==> src/rtl/ad7656_sched_pkg.sv <==
`default_nettype none
// ============================================================================
// Package : ad7656_sched_pkg
// Brief   : Shared types, parameter defaults and period clamp for the AD7656
//           sample scheduler.
// Rev     : 1.0
// ============================================================================
package ad7656_sched_pkg;

  typedef enum logic [0:0] {
    IDLE = 1'b0,
    BUSY = 1'b1
  } sched_state_t;

  localparam int c_def_per_w       = 24;
  localparam int c_def_cnt_w       = 16;
  localparam int c_def_min_period  = 200;
  localparam int c_def_timeout_cyc = 4096;

  // Programmed periods below the floor are raised to it, never rejected.
  function automatic logic [31:0] clamp_period(input logic [31:0] period,
                                               input logic [31:0] min_period);
    return (period < min_period) ? min_period : period;
  endfunction

endpackage
`default_nettype wire

==> src/rtl/ad7656_sched_chan.sv <==
`default_nettype none
// ============================================================================
// Module  : ad7656_sched_chan
// Brief   : One ADC channel: phase/period down-counter, IDLE/BUSY tracker,
//           sticky overrun/timeout bits and completed-sample counter.
//           Watchdog built only when AD7656_SCHED_TIMEOUT_EN is defined.
// Rev     : 1.0
// ============================================================================
module ad7656_sched_chan
  import ad7656_sched_pkg::*;
#(
  parameter int PER_W       = c_def_per_w,
  parameter int CNT_W       = c_def_cnt_w,
  parameter int MIN_PERIOD  = c_def_min_period,
  parameter int TIMEOUT_CYC = c_def_timeout_cyc
) (
  input  logic             clk,
  input  logic             rst_n,
  input  logic             i_en,
  input  logic [PER_W-1:0] i_period,
  input  logic [PER_W-1:0] i_phase,
  input  logic             i_sync,
  input  logic             i_done,
  input  logic             i_ovr_clr,
  output logic             o_start,
  output logic             o_busy,
  output logic             o_overrun,
  output logic             o_timeout,
  output logic [CNT_W-1:0] o_sample_cnt
);

  localparam logic [PER_W-1:0] c_per_one = PER_W'(1);
  localparam logic [CNT_W-1:0] c_cnt_one = CNT_W'(1);

  sched_state_t     r_state;
  sched_state_t     w_state_nxt;
  logic             r_en_q;
  logic [PER_W-1:0] r_cnt;
  logic             r_start;
  logic             r_overrun;
  logic [CNT_W-1:0] r_sample_cnt;

  logic             w_rise;
  logic             w_reload;
  logic             w_tick;
  logic             w_expire;
  logic             w_start_nxt;
  logic             w_ovr_set;
  logic             w_count;
  logic [31:0]      w_eff_period;
  logic [PER_W-1:0] w_wrap_val;

  // A reload (enable edge or sync) suppresses any tick in the same cycle.
  assign w_rise       = i_en & ~r_en_q;
  assign w_reload     = w_rise | (i_sync & i_en);
  assign w_tick       = i_en & ~w_reload & (r_cnt == '0);
  assign w_eff_period = clamp_period(32'(i_period), 32'(MIN_PERIOD));
  assign w_wrap_val   = PER_W'(w_eff_period - 32'd1);

  always_ff @(posedge clk or negedge rst_n) begin
    if (!rst_n) begin
      r_en_q <= 1'b0;
      r_cnt  <= '0;
    end else begin
      r_en_q <= i_en;
      if (w_reload) begin
        r_cnt <= i_phase;
      end else if (i_en) begin
        r_cnt <= w_tick ? w_wrap_val : (r_cnt - c_per_one);
      end else begin
        r_cnt <= '0;
      end
    end
  end

  always_ff @(posedge clk or negedge rst_n) begin
    if (!rst_n) begin
      r_state <= IDLE;
    end else begin
      r_state <= w_state_nxt;
    end
  end

  // Completion (done or watchdog) is resolved before a coincident tick.
  always_comb begin
    w_state_nxt = r_state;
    w_start_nxt = 1'b0;
    w_ovr_set   = 1'b0;
    w_count     = 1'b0;
    case (r_state)
      IDLE: begin
        if (w_tick) begin
          w_start_nxt = 1'b1;
          w_state_nxt = BUSY;
        end
      end
      BUSY: begin
        if (i_done) begin
          w_count     = 1'b1;
          w_state_nxt = IDLE;
        end else if (w_expire) begin
          w_state_nxt = IDLE;
        end
        if (w_tick) begin
          if (i_done || w_expire) begin
            w_start_nxt = 1'b1;
            w_state_nxt = BUSY;
          end else begin
            w_ovr_set = 1'b1;
          end
        end
      end
      default: w_state_nxt = IDLE;
    endcase
  end

  always_ff @(posedge clk or negedge rst_n) begin
    if (!rst_n) begin
      r_start      <= 1'b0;
      r_overrun    <= 1'b0;
      r_sample_cnt <= '0;
    end else begin
      r_start   <= w_start_nxt;
      r_overrun <= (r_overrun & ~i_ovr_clr) | w_ovr_set;
      if (w_count) begin
        r_sample_cnt <= r_sample_cnt + c_cnt_one;
      end
    end
  end

`ifdef AD7656_SCHED_TIMEOUT_EN
  localparam int               c_bc_w     = $clog2(TIMEOUT_CYC + 1);
  localparam logic [c_bc_w-1:0] c_bc_one  = c_bc_w'(1);
  localparam logic [c_bc_w-1:0] c_to_last = c_bc_w'(TIMEOUT_CYC - 1);

  logic [c_bc_w-1:0] r_busy_cnt;
  logic              r_timeout;

  // BUSY lasts at most TIMEOUT_CYC cycles; the counter restarts on every start.
  assign w_expire = (r_state == BUSY) & ~i_done & (r_busy_cnt == c_to_last);

  always_ff @(posedge clk or negedge rst_n) begin
    if (!rst_n) begin
      r_busy_cnt <= '0;
      r_timeout  <= 1'b0;
    end else begin
      if ((r_state == BUSY) && (w_state_nxt == BUSY) && !w_start_nxt) begin
        r_busy_cnt <= r_busy_cnt + c_bc_one;
      end else begin
        r_busy_cnt <= '0;
      end
      r_timeout <= (r_timeout & ~i_ovr_clr) | w_expire;
    end
  end

  assign o_timeout = r_timeout;
`else
  logic w_unused_timeout_cfg;

  assign w_unused_timeout_cfg = (TIMEOUT_CYC != 0);
  assign w_expire             = 1'b0;
  assign o_timeout            = 1'b0;
`endif

  assign o_start      = r_start;
  assign o_busy       = (r_state == BUSY);
  assign o_overrun    = r_overrun;
  assign o_sample_cnt = r_sample_cnt;

endmodule
`default_nettype wire

==> src/rtl/ad7656_sample_scheduler.sv <==
`default_nettype none
// ============================================================================
// Module  : ad7656_sample_scheduler
// Brief   : Timed conversion-start scheduler for ADC_NUM AD7656 read drivers;
//           fans out sync and slices per-ADC config. BUSY watchdog enabled by
//           defining AD7656_SCHED_TIMEOUT_EN.
// Rev     : 1.0
// ============================================================================
module ad7656_sample_scheduler
  import ad7656_sched_pkg::*;
#(
  parameter int ADC_NUM     = 2,
  parameter int PER_W       = c_def_per_w,
  parameter int MIN_PERIOD  = c_def_min_period,
  parameter int CNT_W       = c_def_cnt_w,
  parameter int TIMEOUT_CYC = c_def_timeout_cyc
) (
  input  logic                     sys_clk_i,
  input  logic                     rst_n_i,
  input  logic [ADC_NUM-1:0]       cfg_en_i,
  input  logic [ADC_NUM*PER_W-1:0] cfg_period_i,
  input  logic [ADC_NUM*PER_W-1:0] cfg_phase_i,
  input  logic                     sync_i,
  input  logic [ADC_NUM-1:0]       convst_done_i,
  input  logic [ADC_NUM-1:0]       ovr_clr_i,
  output logic [ADC_NUM-1:0]       start_flag_o,
  output logic [ADC_NUM-1:0]       busy_o,
  output logic [ADC_NUM-1:0]       overrun_o,
  output logic [ADC_NUM-1:0]       timeout_o,
  output logic [ADC_NUM*CNT_W-1:0] sample_cnt_o
);

  for (genvar k = 0; k < ADC_NUM; k++) begin : g_chan
    ad7656_sched_chan #(
      .PER_W       (PER_W),
      .CNT_W       (CNT_W),
      .MIN_PERIOD  (MIN_PERIOD),
      .TIMEOUT_CYC (TIMEOUT_CYC)
    ) u_chan (
      .clk          (sys_clk_i),
      .rst_n        (rst_n_i),
      .i_en         (cfg_en_i[k]),
      .i_period     (cfg_period_i[k*PER_W +: PER_W]),
      .i_phase      (cfg_phase_i[k*PER_W +: PER_W]),
      .i_sync       (sync_i),
      .i_done       (convst_done_i[k]),
      .i_ovr_clr    (ovr_clr_i[k]),
      .o_start      (start_flag_o[k]),
      .o_busy       (busy_o[k]),
      .o_overrun    (overrun_o[k]),
      .o_timeout    (timeout_o[k]),
      .o_sample_cnt (sample_cnt_o[k*CNT_W +: CNT_W])
    );
  end

endmodule
`default_nettype wire
==> config.mk <==
export PLATFORM = sky130hd
export DESIGN_NAME = ad7656_sample_scheduler
export DESIGN_NICKNAME = d
export VERILOG_FILES = /design/src/rtl/ad7656_sched_pkg.sv /design/src/rtl/ad7656_sched_chan.sv /design/src/rtl/ad7656_sample_scheduler.sv
export SDC_FILE = /design/constraint.sdc
export NUM_CORES = 1
export LEC_CHECK = 0
export ABC_AREA = 0
export CAP_MARGIN = 20
export CORE_MARGIN = 5
export CORE_UTILIZATION = 45
export DETAILED_ROUTE_END_ITERATION = 6
export MAX_ROUTING_LAYER = met4
export PLACE_DENSITY = 0.74
export SYNTH_ARGS = -nofsm -noshare
export SYNTH_HDL_FRONTEND = slang
export SYNTH_SLANG_ARGS = --single-unit
==> constraint.sdc <==
create_clock -name sys_clk_i -period 6.7 [get_ports sys_clk_i]
set_input_delay 1.34 -clock sys_clk_i [delete_from_list [all_inputs] [get_ports sys_clk_i]]
set_output_delay 1.34 -clock sys_clk_i [all_outputs]
set_load 0.02 [all_outputs]
==> results.cfg, run 1 <==
[worst_hold_path]
holdPathEnd = g_chan[0].u_chan.o_sample_cnt[15]
holdPathStages = 1
timing.hold.worst.class = flip-flop to flip-flop
worstHoldStart = g_chan[0].u_chan.o_sample_cnt[15]

[timing]
hold_viol = 0
min_period_ps = 4394
worst_pin_slew_ps = 1022
finClkSkew_ps = 12.79
setup_viol = 0
rsz0062_at_grt = no
fin_ws_ps = 2306
setup_tns_ps = 0
slew_violations = 0
period_share = 0.6559
slew_headroom = 0.3113
timing.fmax_ghz = 0.2276

[critical_path]
cp.buffers_inverters = 2
critical-path-slowest-cell = or4b_1
crit_path_max_fanout = 29
crit_path_start_kind = primary input
arrival_ps = 4640
r2r_setup_slack_ps = 3150
worstReg2RegEnd = g_chan[1].u_chan.r_cnt[17]
cp-end-kind = flip-flop
critPathRequiredTime_ps = 6940
cpPeakStageDelay_ps = 520
path_class = primary input to flip-flop
cp_top_family = simple AND/OR/NAND/NOR gates
path_cells = clkdlybuf4s50_1 > buf_4 > or4b_1 > or4_1 > nor4_1 > a21oi_1 > nor2_2 > and3_1 > a211oi_1 > a31o_2
timing.reg2reg.worst_path_depth = 8
worstReg2RegStart = g_chan[1].u_chan.r_cnt[22]

[drt]
met1Wirelength_mm = 7.621
drtIter0Drc = 501
routed.top_layer = met4
wl_met2_mm = 7.332
antenna_left = 0
wl_met3_mm = 1.229
vias = 5357
wl_per_cell_um = 18.31
vias_per_cell = 5.999
dr.pass1.iters = 5
drc = 0
wirelength_mm = 16.35

[clock_network]
clk_pin_slew_ps = 70
ctsRootBufferMaster = clkbuf_16
clock_latency_ps = 350
clockBufferDepth = 2
cts_tree = yes
htreeDepth = 3
cts_setup_buffers = 0
cts.sinks = 88
cts_buffers = 9
cts.hold.buffers_added = 0
cts_resized = 0

[global_route]
grt_pass1_wl_mm = 26.66
first_global_vias = 5205
antenna_found_initial = 0
gr-total-overflow = 0
grt_use_total = 0.2363
grt_max_degree = 60

[final_layout]
drive_above_1_share = 0.06267
layout.cells.non_filler = 893
nNetsFinal = 852
area_delta_synth_final_pct = 34.23
diodes = 0

[floorplanning]
die_y_um = 118.9
ios = 145
rows = 39
die_w_um = 118.9
dieArea_um2 = 14140
initial_core_util = 0.4634
core-area_um2 = 11520

[power_and_ir_drop]
p_seq_frac = 0.430
switching_share = 0.2822
p_leak_nw = 2.925
p_switching_mw = 0.3789
p_per_area_nw_per_um2 = 187.4
irDropWorstVdd_mv = 0.1349
pwr-share-comb = 0.174
intPower_mw = 0.9637
pwr-share-clk = 0.396

[synthesis]
synth_area_um2 = 5336
yosys_register_bits = 88
yosysSeqAreaShare = 0.4127
synth.top_cell.area_share = 0.4127
synth-warning-count = 0
ys_top_cells_by_area = dfrtp_1, o21ai_0, xnor2_1
synthArstFlopShare = 1.000
synth_ff_type = dfrtp_1
synth_top_area_cell = dfrtp_1
synthTopCellsByCount = dfrtp_1, nor2_1, o21ai_0
avgSynthCellArea_um2 = 8.705
synth_edf_count = 0
postSynthCellCount = 613
synth_cell_types = 74
synth.most_common_cell = dfrtp_1

[placement]
gp_congestion = 0.9188
pre_cts_ws_ps = 2036
hpwlAfterDp_mm = 12.38
dp_cells = 877
numPortBuffers = 142

[run_status]
status = complete, no violations

[flow_run]
cap_violations = 0
-- worst max-delay path by stage --
stage / cells after the start / endpoint / from
after floorplan: 9 / g_chan[0].u_chan.r_cnt[10] / cfg_en_i[0]
after CTS: 10 / g_chan[0].u_chan.r_cnt[23] / cfg_en_i[0]
final: 10 / g_chan[0].u_chan.r_cnt[23] / cfg_en_i[0]
after detailed placement: 10 / g_chan[0].u_chan.r_cnt[23] / cfg_en_i[0]
after global placement: 10 / g_chan[0].u_chan.r_cnt[23] / cfg_en_i[0]
after global routing: 10 / g_chan[0].u_chan.r_cnt[5] / cfg_en_i[0]
-- per-layer routing --
metal / vias up / track usage
met5: - / -
li1: 2540 / -
met3: 14 / 0.04645
met4: 0 / 0.06010
met1: 2577 / 0.3300
met2: 226 / 0.3556
-- per-stage QoR --
| stage | cell area (µm²) | total power [mW] | utilization | hold slack, ps |
|---|---|---|---|---|
| 6_report | 7163 | 1.343 | 0.6220 | 484.8 |
| 2_1_floorplan | 5340 | 0.6970 | - | 502.2 |
| 4_1_cts | 7163 | 1.350 | 0.6220 | 490.6 |
| 3_5_place_dp | 6850 | 0.8176 | 0.5949 | 478.0 |
| 5_1_grt | 7163 | 1.403 | 0.6220 | 518.0 |
| 3_3_place_gp | 6850 | 0.8167 | 0.5949 | 466.2 |
-- cell families after synthesis --
group / share of synthesized area
AO/OA/AOI/OAI: 0.2070
AND/OR/NAND/NOR: 0.2678
multiplexers: 0.006096
flip-flops: 0.4127
buffers and inverters: 0.03048
adder cells (fa/ha/maj): 0.004689
other: 0.0007027
XOR/XNOR: 0.07057
-- layout make-up --
| class | instances | area [µm²] |
|---|---|---|
| sequential | 88 | 2202 |
| fill | 1018 | 4353 |
| inverter | 6 | 22.52 |
| clock buffer | 9 | 225.2 |
| timing repair buffer | 149 | 1471 |
| tap | 143 | 178.9 |
| multi-input combinational | 491 | 2975 |
| clock inverter | 7 | 87.58 |
-- power by group through the flow --
| stage | combinational, mW | clock [mW] | sequential (mW) |
|---|---|---|---|
| floorplan | 0.117 | 0 | 0.580 |
| global placement | 0.230 | 0 | 0.587 |
| detailed placement | 0.231 | 0 | 0.587 |
| CTS | 0.232 | 0.542 | 0.577 |
| global route | 0.256 | 0.567 | 0.580 |
| finish | 0.233 | 0.532 | 0.577 |
-- registers in the layout, summed over array words and instances (netlist names) --
signal,cells
g_chan.u_chan.r_cnt,48
g_chan.u_chan.o_sample_cnt,32
g_chan.u_chan.o_busy,2
g_chan.u_chan.o_overrun,2
g_chan.u_chan.o_start,2
g_chan.u_chan.r_en_q,2
-- layout by cell type (no fill, tap or decap), drive strengths merged, types with 3 or more instances in the layout --
cell,count
a21oi,44
a211o,3
or3,5
o21ai,56
buf,8
a21boi,4
nand3,34
a21o,8
o311ai,3
nand2b,6
dfrtp,88
and2,4
nor4,18
nor3,27
xor2,13
a221o,5
nor2b,4
nand4,9
a22o,8
a211oi,7
o22ai,3
clkbuf,9
or2,4
or4,7
a31oi,4
nand2,50
nand4b,4
nor2,70
and3,13
and4,7
xnor2,30
clkdlybuf4s50,141
inv,9
Note: power is estimated with default switching activity, not from simulation.
==> run 2: changes to the inputs <==
clock period = 4.3 ns   (was 6.7 ns; I/O delays follow)
==> run 2 against run 1 <==
  * Clock-buffer cell count stayed put
  * Die area stayed put
  * Combinational power is 59% higher
  * Non-clock buffer count is 8 higher
  * Utilization is 0.71 points higher
  * First-iteration DRC count is 9.6% higher
  * Via count is 1.6% higher
  * Hold slack worse by 1.1 ps
  * Design area is 1.1% higher
  * Sequential power is 56% higher
  * Global-route usage is 0.74 points higher
  * Largest cell class unchanged
  * Highest routed layer unchanged
==> results.cfg, run 2 (synthesis results as in run 1) <==
[run_status]
status = complete, no violations

[critical_path]
arrival_ps = 3890
cp-end-kind = flip-flop
startpoint = cfg_period_i[40]
path_class = primary input to flip-flop
path_common_cell = nor3_1
worstReg2RegEnd = g_chan[1].u_chan.r_cnt[23]
critical-path-slowest-cell = a2111oi_0
path_cells = clkdlybuf4s50_1 > nor3_1 > and4_1 > a311oi_1 > nor3_1 > buf_4 > nand2_1 > a2111oi_0 > nor3_1 > a221o_1
endpoint = g_chan[1].u_chan.r_cnt[8]
cpPeakStageDelay_ps = 650
crit_path_max_fanout = 5
worstReg2RegStart = g_chan[1].u_chan.r_cnt[13]
r2r_setup_slack_ps = 950
crit_path_start_kind = primary input
timing.reg2reg.worst_path_depth = 8
critPathRequiredTime_ps = 4540

[global_route]
grt_max_degree = 61
grt_use_total = 0.2437
grt_pass1_wl_mm = 27.39
gr-total-overflow = 0
antenna_found_initial = 0
first_global_vias = 5424

[power_and_ir_drop]
p_leak_nw = 2.976
p_seq_frac = 0.416
p_switching_mw = 0.5943
pwr-share-comb = 0.172
power_mw = 2.158
irDropWorstVdd_mv = 0.2412
p_per_area_nw_per_um2 = 297.9
intPower_mw = 1.564
switching_share = 0.2753
pwr-share-clk = 0.412

[worst_hold_path]
timing.hold.worst.class = flip-flop to flip-flop
holdPathStages = 1

[placement]
pre_cts_ws_ps = 372.4
dp_cells = 885
numPortBuffers = 142
hpwlAfterDp_mm = 12.50
dpl_cell_area_um2 = 6910
gp_congestion = 0.9446

[drt]
drc = 0
vias = 5444
drtIter0Drc = 549
vias_per_cell = 6.042
wirelength_mm = 16.65
wl_per_cell_um = 18.48
antenna_left = 0
dr.pass1.iters = 5

[floorplanning]
rows = 39
initial_core_util = 0.4634
die_w_um = 118.9
core-area_um2 = 11520
dieArea_um2 = 14140
ios = 145
die_y_um = 118.9

[final_layout]
finish.instance_area_um2 = 7244
layout.cells.non_filler = 901
final_cell_mix = clkdlybuf4s50_1, dfrtp_1, nor2_1
drive_above_1_share = 0.07256
area_delta_synth_final_pct = 35.76
postLayoutCoreUtil = 0.6291
diodes = 0
final_common_cell = clkdlybuf4s50_1
largest_reg_flops = 48
regMostFlops = g_chan.u_chan.r_cnt
nNetsFinal = 860
fillCellCount = 999

[clock_network]
ctsRootBufferMaster = clkbuf_16
clk_pin_slew_ps = 70
cts_tree = yes
cts_resized = 0
cts.hold.buffers_added = 0
htreeDepth = 3
clock_latency_ps = 360
cts_setup_buffers = 0
cts_buffers = 9
clockBufferDepth = 2
cts.sinks = 88

[timing]
slew_violations = 0
hold_viol = 0
timing.fmax_ghz = 0.2742
finClkSkew_ps = 7.326
worst_pin_slew_ps = 867.6
setup_tns_ps = 0
fin_ws_ps = 653.6
setup_viol = 0
slew_headroom = 0.4203
rsz0062_at_grt = no
period_share = 0.8480
hold_ws_ps = 483.7
min_period_ps = 3646

[flow_run]
cap_violations = 0
[run 2: cell types whose count changed in the layout (fill, tap and decap cells not counted)]
cell / delta
buf_4: +8
bufinv_16: +1
clkinv_2: -1
clkinv_4: +1
clkinv_8: -1
clkinvlp_4: -1
inv_8: +1
[run 2: worst max-delay path: cells and delay by family]
family / cells / cell delay, ps
and+or+nand+nor: 5 / 1270
buffers and inverters: 2 / 650
AOI/OAI and AO/OA: 3 / 1090
[run 2: layout make-up]
class	instances	area (µm²)	area share
Clock buffer	9	225.2	0.03109
Clock inverter	7	108.9	0.01503
Inverter	6	22.52	0.003109
Multi-Input combinational cell	491	2975	0.4107
Sequential cell	88	2202	0.3040
Tap cell	143	178.9	0.02470
Timing Repair Buffer	157	1531	0.2114
[run 2: worst min-delay path by stage]
stage / from / to / slack [ps]
3_3_place_gp: g_chan[0].u_chan.o_sample_cnt[15] / g_chan[0].u_chan.o_sample_cnt[15] / 470
6_report: g_chan[0].u_chan.o_sample_cnt[15] / g_chan[0].u_chan.o_sample_cnt[15] / 480
3_5_place_dp: g_chan[0].u_chan.o_sample_cnt[15] / g_chan[0].u_chan.o_sample_cnt[15] / 470
5_1_grt: g_chan[0].u_chan.o_sample_cnt[15] / g_chan[0].u_chan.o_sample_cnt[15] / 490
2_1_floorplan: g_chan[0].u_chan.o_busy / g_chan[0].u_chan.o_busy / 500
4_1_cts: g_chan[0].u_chan.o_sample_cnt[15] / g_chan[0].u_chan.o_sample_cnt[15] / 480
[run 2: power by group through the flow]
stage	logic (mW)	clock network, mW	registers (mW)
6_report	0.370	0.889	0.899
3_5_place_dp	0.364	0	0.913
2_1_floorplan	0.182	0	0.904
4_1_cts	0.368	0.908	0.898
5_1_grt	0.405	0.939	0.903
3_3_place_gp	0.361	0	0.913
[run 2: layer usage]
metal	part of all wire	GRT usage	wire, µm	up-vias
li1	-	-	-	2548
met1	0.44	0.3174	7275	2610
met2	0.47	0.3773	7797	258
met3	0.079	0.06019	1307	28
met4	0.016	0.07603	266	0
met5	0	-	0	-
==> RTL change 1: new RTL, config.mk and constraints of run 2 <==
The parameter `ADC_NUM` goes from 2 to 1.
--- a/src/rtl/ad7656_sample_scheduler.sv
+++ b/src/rtl/ad7656_sample_scheduler.sv
@@ -9,7 +9,7 @@
 module ad7656_sample_scheduler
   import ad7656_sched_pkg::*;
 #(
-  parameter int ADC_NUM     = 2,
+  parameter int ADC_NUM     = 1,
   parameter int PER_W       = c_def_per_w,
   parameter int MIN_PERIOD  = c_def_min_period,
   parameter int CNT_W       = c_def_cnt_w,
Interface: changed (10 resized); port bits go from 145 to 74. No check against the original RTL was run, so the function may have changed too.
==> RTL change 1 against run 2 <==
Setup slack improved by 0.57 ns. Sequential power decreased by 49%. Clock skew increased by 0.0028 ns. Final area decreased by 49%. Critical path depth decreased by 2. Synthesized cell count decreased by 52%. Register-to-register slack improved by 0.54 ns. Synthesized area decreased by 48%. Power decreased by 56%. Sequential cell count decreased by 44. Wire length decreased by 57%. Largest cell class unchanged. Largest power group unchanged.
==> RTL change 1: results (changes against run 2) <==
stage	metric	value	unit	change
power_and_ir_drop	cellLeakagePower	1.48	nW	-50%
global_route	grt_max_degree	45		-26%
setup_path	cp.arrival	3.28	ns	-0.61 ns
routing	wl_met1	3.24	mm	-56%
global_route	grt_pass1_wl	11.8	mm	-57%
global_route	gr-usage-met2	31.2	%	-6.6 points
synth	synth-compound-area-share	20.2	%	-0.49 points
synth	synth-adder-area-share	0.449	%	-0.020 points
place	gp_congestion	0.953		+0.86%
synth	synthXorXnorAreaFrac	6.92	%	-0.14 points
global_route	met3_usage	2.79	%	-3.2 points
timing	finClkSkew	0.0101	ns	+0.00281 ns
place	io_buffer_count	72		-49%
power_and_ir_drop	p_clk_share	33.1	%	-8.1 points
setup_path	endpoint	g_chan[0].u_chan.r_cnt[7]$_DFF_PN0_		
routing	dr.first_iter.drc_count	136		-75%
cts	cts_buffers	5		-4
setup_path	worstReg2RegEnd	g_chan[0].u_chan.r_cnt[11]$_DFF_PN0_		
routing	wl_met2	3.32	mm	-57%
global_route	grtUsageTotal	19.4	%	-5.0 points
cts	cts.sinks	44		-50%
synth	synthTopCellsByCount	dfrtp_1, nand2_1, o21ai_0		
setup_path	r2r_start	g_chan[0].u_chan.r_cnt[16]$_DFF_PN0_		
setup_path	r2r_cells	6		-2
cts	h-tree-depth	2		-1
final_layout	layout.nets	419		-51%
timing	max_slew_margin	40.8	%	-1.2 points
place	dpl.cell_count	431		-51%
routing	totalWireLength	7.09	mm	-57%
synth	yosys.cell_types.count	67		-9.5%
routing	vias_per_cell	5.75		-4.8%
place	place_hpwl	5.29	mm	-58%
synth	muxShareOfSynthArea	1.62	%	+1.0 points
setup_path	rrSetupSlack	1.49	ns	+0.54 ns
global_route	grt_pass1_vias	2452		-55%
run_status	status	completed		
synth	synth.area.top_cells	dfrtp_1, xnor2_1, nand2_1		
timing	fin_crit	3.08	ns	-0.567 ns
timing	holdWs	0.366	ns	-0.118 ns
place	placed_area	0.00355	sq mm	-49%
hold_path	worstHoldPathType	in2async		
routing	wl_met3	442	um	-66%
routing	wl_per_cell	16.1	um	-13%
setup_path	cp_max_fo	6		+1
cts	clock_latency	0.30	ns	-0.06 ns
power_and_ir_drop	powerSeq	0.000454	W	-49%
final_layout	top_register	g_chan.u_chan.r_cnt		
global_route	met1_usage	25.8	%	-6.0 points
final_layout	layout-drive-gt1-share	10.1	%	+2.9 points
routing	first_pass_iters	4		-1
power_and_ir_drop	swShare	27.0	%	-0.50 points
synth	ys_seq_area_share	39.5	%	-1.7 points
final_layout	largest_reg_flops	24		-50%
synth	syn_inst	292		-52%
power_and_ir_drop	p_seq_share	47.3	%	+5.7 points
cts	cts.reportedPaths.clkPinSlew	0.09	ns	+0.02 ns
place	pre_cts_slack	0.954	ns	+0.581 ns
-- RTL change 1: worst max-delay path, cell delays in order --
cell and delay, ns:
clkdlybuf4s50_1 0.44, nor4_1 0.36, and3_1 0.38, and3_1 0.33, nor3_1 0.09, or4_4 0.45, nand2b_1 0.16, a31o_1 0.20
-- RTL change 1: layout make-up --
class | instances | area [sq um]
sequential | 44 | 1100
fill | 546 | 2280
clock inverter | 2 | 35.0
inverter | 3 | 11.3
clock buffer | 6 | 72.6
timing repair buffer | 75 | 751
tap | 75 | 93.8
multi-input combinational | 235 | 1610
-- RTL change 1: cells by family (layout without fill, tap and decap cells) --
kind of cell | after synthesis | count (layout)
AND/OR/NAND/NOR | 127 | 127
flip-flops | 44 | 44
AO/OA/AOI/OAI | 81 | 81
XOR/XNOR | 22 | 22
adder cells (fa/ha/maj) | 1 | 1
multiplexers | 3 | 3
buffers and inverters | 13 | 86
other | 1 | 1
==> RTL change 2: new RTL, flow settings as in run 2 <==
Made on the original files. Add an input register stage for `cfg_en_i`, `cfg_period_i`, `cfg_phase_i`, `sync_i`, `convst_done_i` and `ovr_clr_i`; this delays them by one clock.
--- a/src/rtl/ad7656_sample_scheduler.sv
+++ b/src/rtl/ad7656_sample_scheduler.sv
@@ -30,6 +30,22 @@
   output logic [ADC_NUM*CNT_W-1:0] sample_cnt_o
 );
 
+  logic [ADC_NUM-1:0] cfg_en_q;
+  logic [ADC_NUM*PER_W-1:0] cfg_period_q;
+  logic [ADC_NUM*PER_W-1:0] cfg_phase_q;
+  logic sync_q;
+  logic [ADC_NUM-1:0] convst_done_q;
+  logic [ADC_NUM-1:0] ovr_clr_q;
+
+  always_ff @(posedge sys_clk_i) begin
+      cfg_en_q      <= cfg_en_i;
+      cfg_period_q  <= cfg_period_i;
+      cfg_phase_q   <= cfg_phase_i;
+      sync_q        <= sync_i;
+      convst_done_q <= convst_done_i;
+      ovr_clr_q     <= ovr_clr_i;
+  end
+
   for (genvar k = 0; k < ADC_NUM; k++) begin : g_chan
     ad7656_sched_chan #(
       .PER_W       (PER_W),
@@ -39,12 +55,12 @@
     ) u_chan (
       .clk          (sys_clk_i),
       .rst_n        (rst_n_i),
-      .i_en         (cfg_en_i[k]),
-      .i_period     (cfg_period_i[k*PER_W +: PER_W]),
-      .i_phase      (cfg_phase_i[k*PER_W +: PER_W]),
-      .i_sync       (sync_i),
-      .i_done       (convst_done_i[k]),
-      .i_ovr_clr    (ovr_clr_i[k]),
+      .i_en         (cfg_en_q[k]),
+      .i_period     (cfg_period_q[k*PER_W +: PER_W]),
+      .i_phase      (cfg_phase_q[k*PER_W +: PER_W]),
+      .i_sync       (sync_q),
+      .i_done       (convst_done_q[k]),
+      .i_ovr_clr    (ovr_clr_q[k]),
       .o_start      (start_flag_o[k]),
       .o_busy       (busy_o[k]),
       .o_overrun    (overrun_o[k]),
Formal check against the unedited RTL: not equivalent (Yosys sat finds a counterexample within 4 cycles, from zero or initial values and one cycle with rst_n_i low).
==> RTL change 2 against run 2 <==
Via count up 9.7%. Final area rose by 34%. Setup slack improved by 0.28 ns. Power grew 78%. Count of clock-buffer cells in the layout grew 11. Sequential power rose by 120%. Synthesized cell count up 16%. Critical path type is now reg2reg. Final cell count rose by 21%. Synthesized area up 39%. Non-clock buffer count fell by 3. Wire length is 11% higher. Sequential cell count rose by 103. Highest routed layer unchanged.
==> RTL change 2: results (changes against run 2) <==
stage	metric	value	unit	change
run_status	status	completed		
final_layout	n_all_inverters	3		-3
place	gp_congestion	0.915		-3.1%
hold_path	hp-start	cfg_en_q[1]$_DFF_P_		
place	pre_cts_slack	0.975	ns	+0.603 ns
synth	synth.area.top_cells	dfrtp_1, dfxtp_1, a21oi_1		
synth	async_reset_ff_share	46.1	%	-54 points
global_route	met1_usage	28.1	%	-3.6 points
final_layout	multiInputCombCellCount	486		-1.0%
place	dpl.cell_count	1053		+19%
final_layout	bufAreaShareNonClock	15.6	%	-5.5 points
synth	ys_seq_area_share	57.4	%	+16 points
global_route	met3_usage	3.49	%	-2.5 points
cts	cts_buffers	17		+8
global_route	grt_pass1_wl	29.8	mm	+8.7%
synth	yosys.cell_types.count	70		-5.4%
hold_path	hold_depth	0		-1
routing	via_count	5973		+9.7%
global_route	grt_pass1_vias	5850		+7.9%
setup_path	cp.arrival	3.67	ns	-0.22 ns
timing	finClkSkew	0.0117	ns	+0.00436 ns
timing	holdWs	0.380	ns	-0.104 ns
final_layout	clock_buffers	20		+11
final_layout	n_sequential_cell	191		+120%
cts	clock_latency	0.43	ns	+0.07 ns
[RTL change 2: how the worst max path moves through the flow]
stage                                   startpoint                                   end  slack (ns)  cells past startpoint
2_1_floorplan  g_chan[0].u_chan.r_cnt[1]$_DFF_PN0_  g_chan[0].u_chan.r_cnt[21]$_DFF_PN0_        1.29                      8
3_3_place_gp   g_chan[1].u_chan.r_cnt[1]$_DFF_PN0_  g_chan[1].u_chan.r_cnt[22]$_DFF_PN0_        1.07                      7
3_5_place_dp   g_chan[1].u_chan.r_cnt[1]$_DFF_PN0_  g_chan[1].u_chan.r_cnt[22]$_DFF_PN0_        0.98                      7
4_1_cts        g_chan[1].u_chan.r_cnt[1]$_DFF_PN0_  g_chan[1].u_chan.r_cnt[22]$_DFF_PN0_        0.95                      7
5_1_grt        g_chan[1].u_chan.r_cnt[1]$_DFF_PN0_  g_chan[1].u_chan.r_cnt[22]$_DFF_PN0_        0.82                      7
6_report       g_chan[1].u_chan.r_cnt[1]$_DFF_PN0_  g_chan[1].u_chan.r_cnt[22]$_DFF_PN0_        0.93                      7
[RTL change 2: logic make-up after synthesis]
logic type / synth area share (%)
other: 0.0504
AND/OR/NAND/NOR: 18.1
flip-flops: 57.4
buffers and inverters: 2.09
XOR/XNOR: 4.36
adder cells (fa/ha/maj): 0.337
AO/OA/AOI/OAI: 16.9
multiplexers: 0.842
[RTL change 2: layer usage]
layer / wire [um] / vias up
met5: 0 / -
met4: 229 / 0
met3: 1170 / 19
met2: 8330 / 218
met1: 8780 / 2833
li1: - / 2903
[RTL change 2: power by group]
group	total, W	switching [W]	leakage (nW)	internal [W]
clock	0.00153	0.000715	0.285	0.000817
combinational	0.000364	0.000180	1.63	0.000184
sequential	0.00194	0.0000714	2.05	0.00187
total	0.00383	0.000966	3.97	0.00287
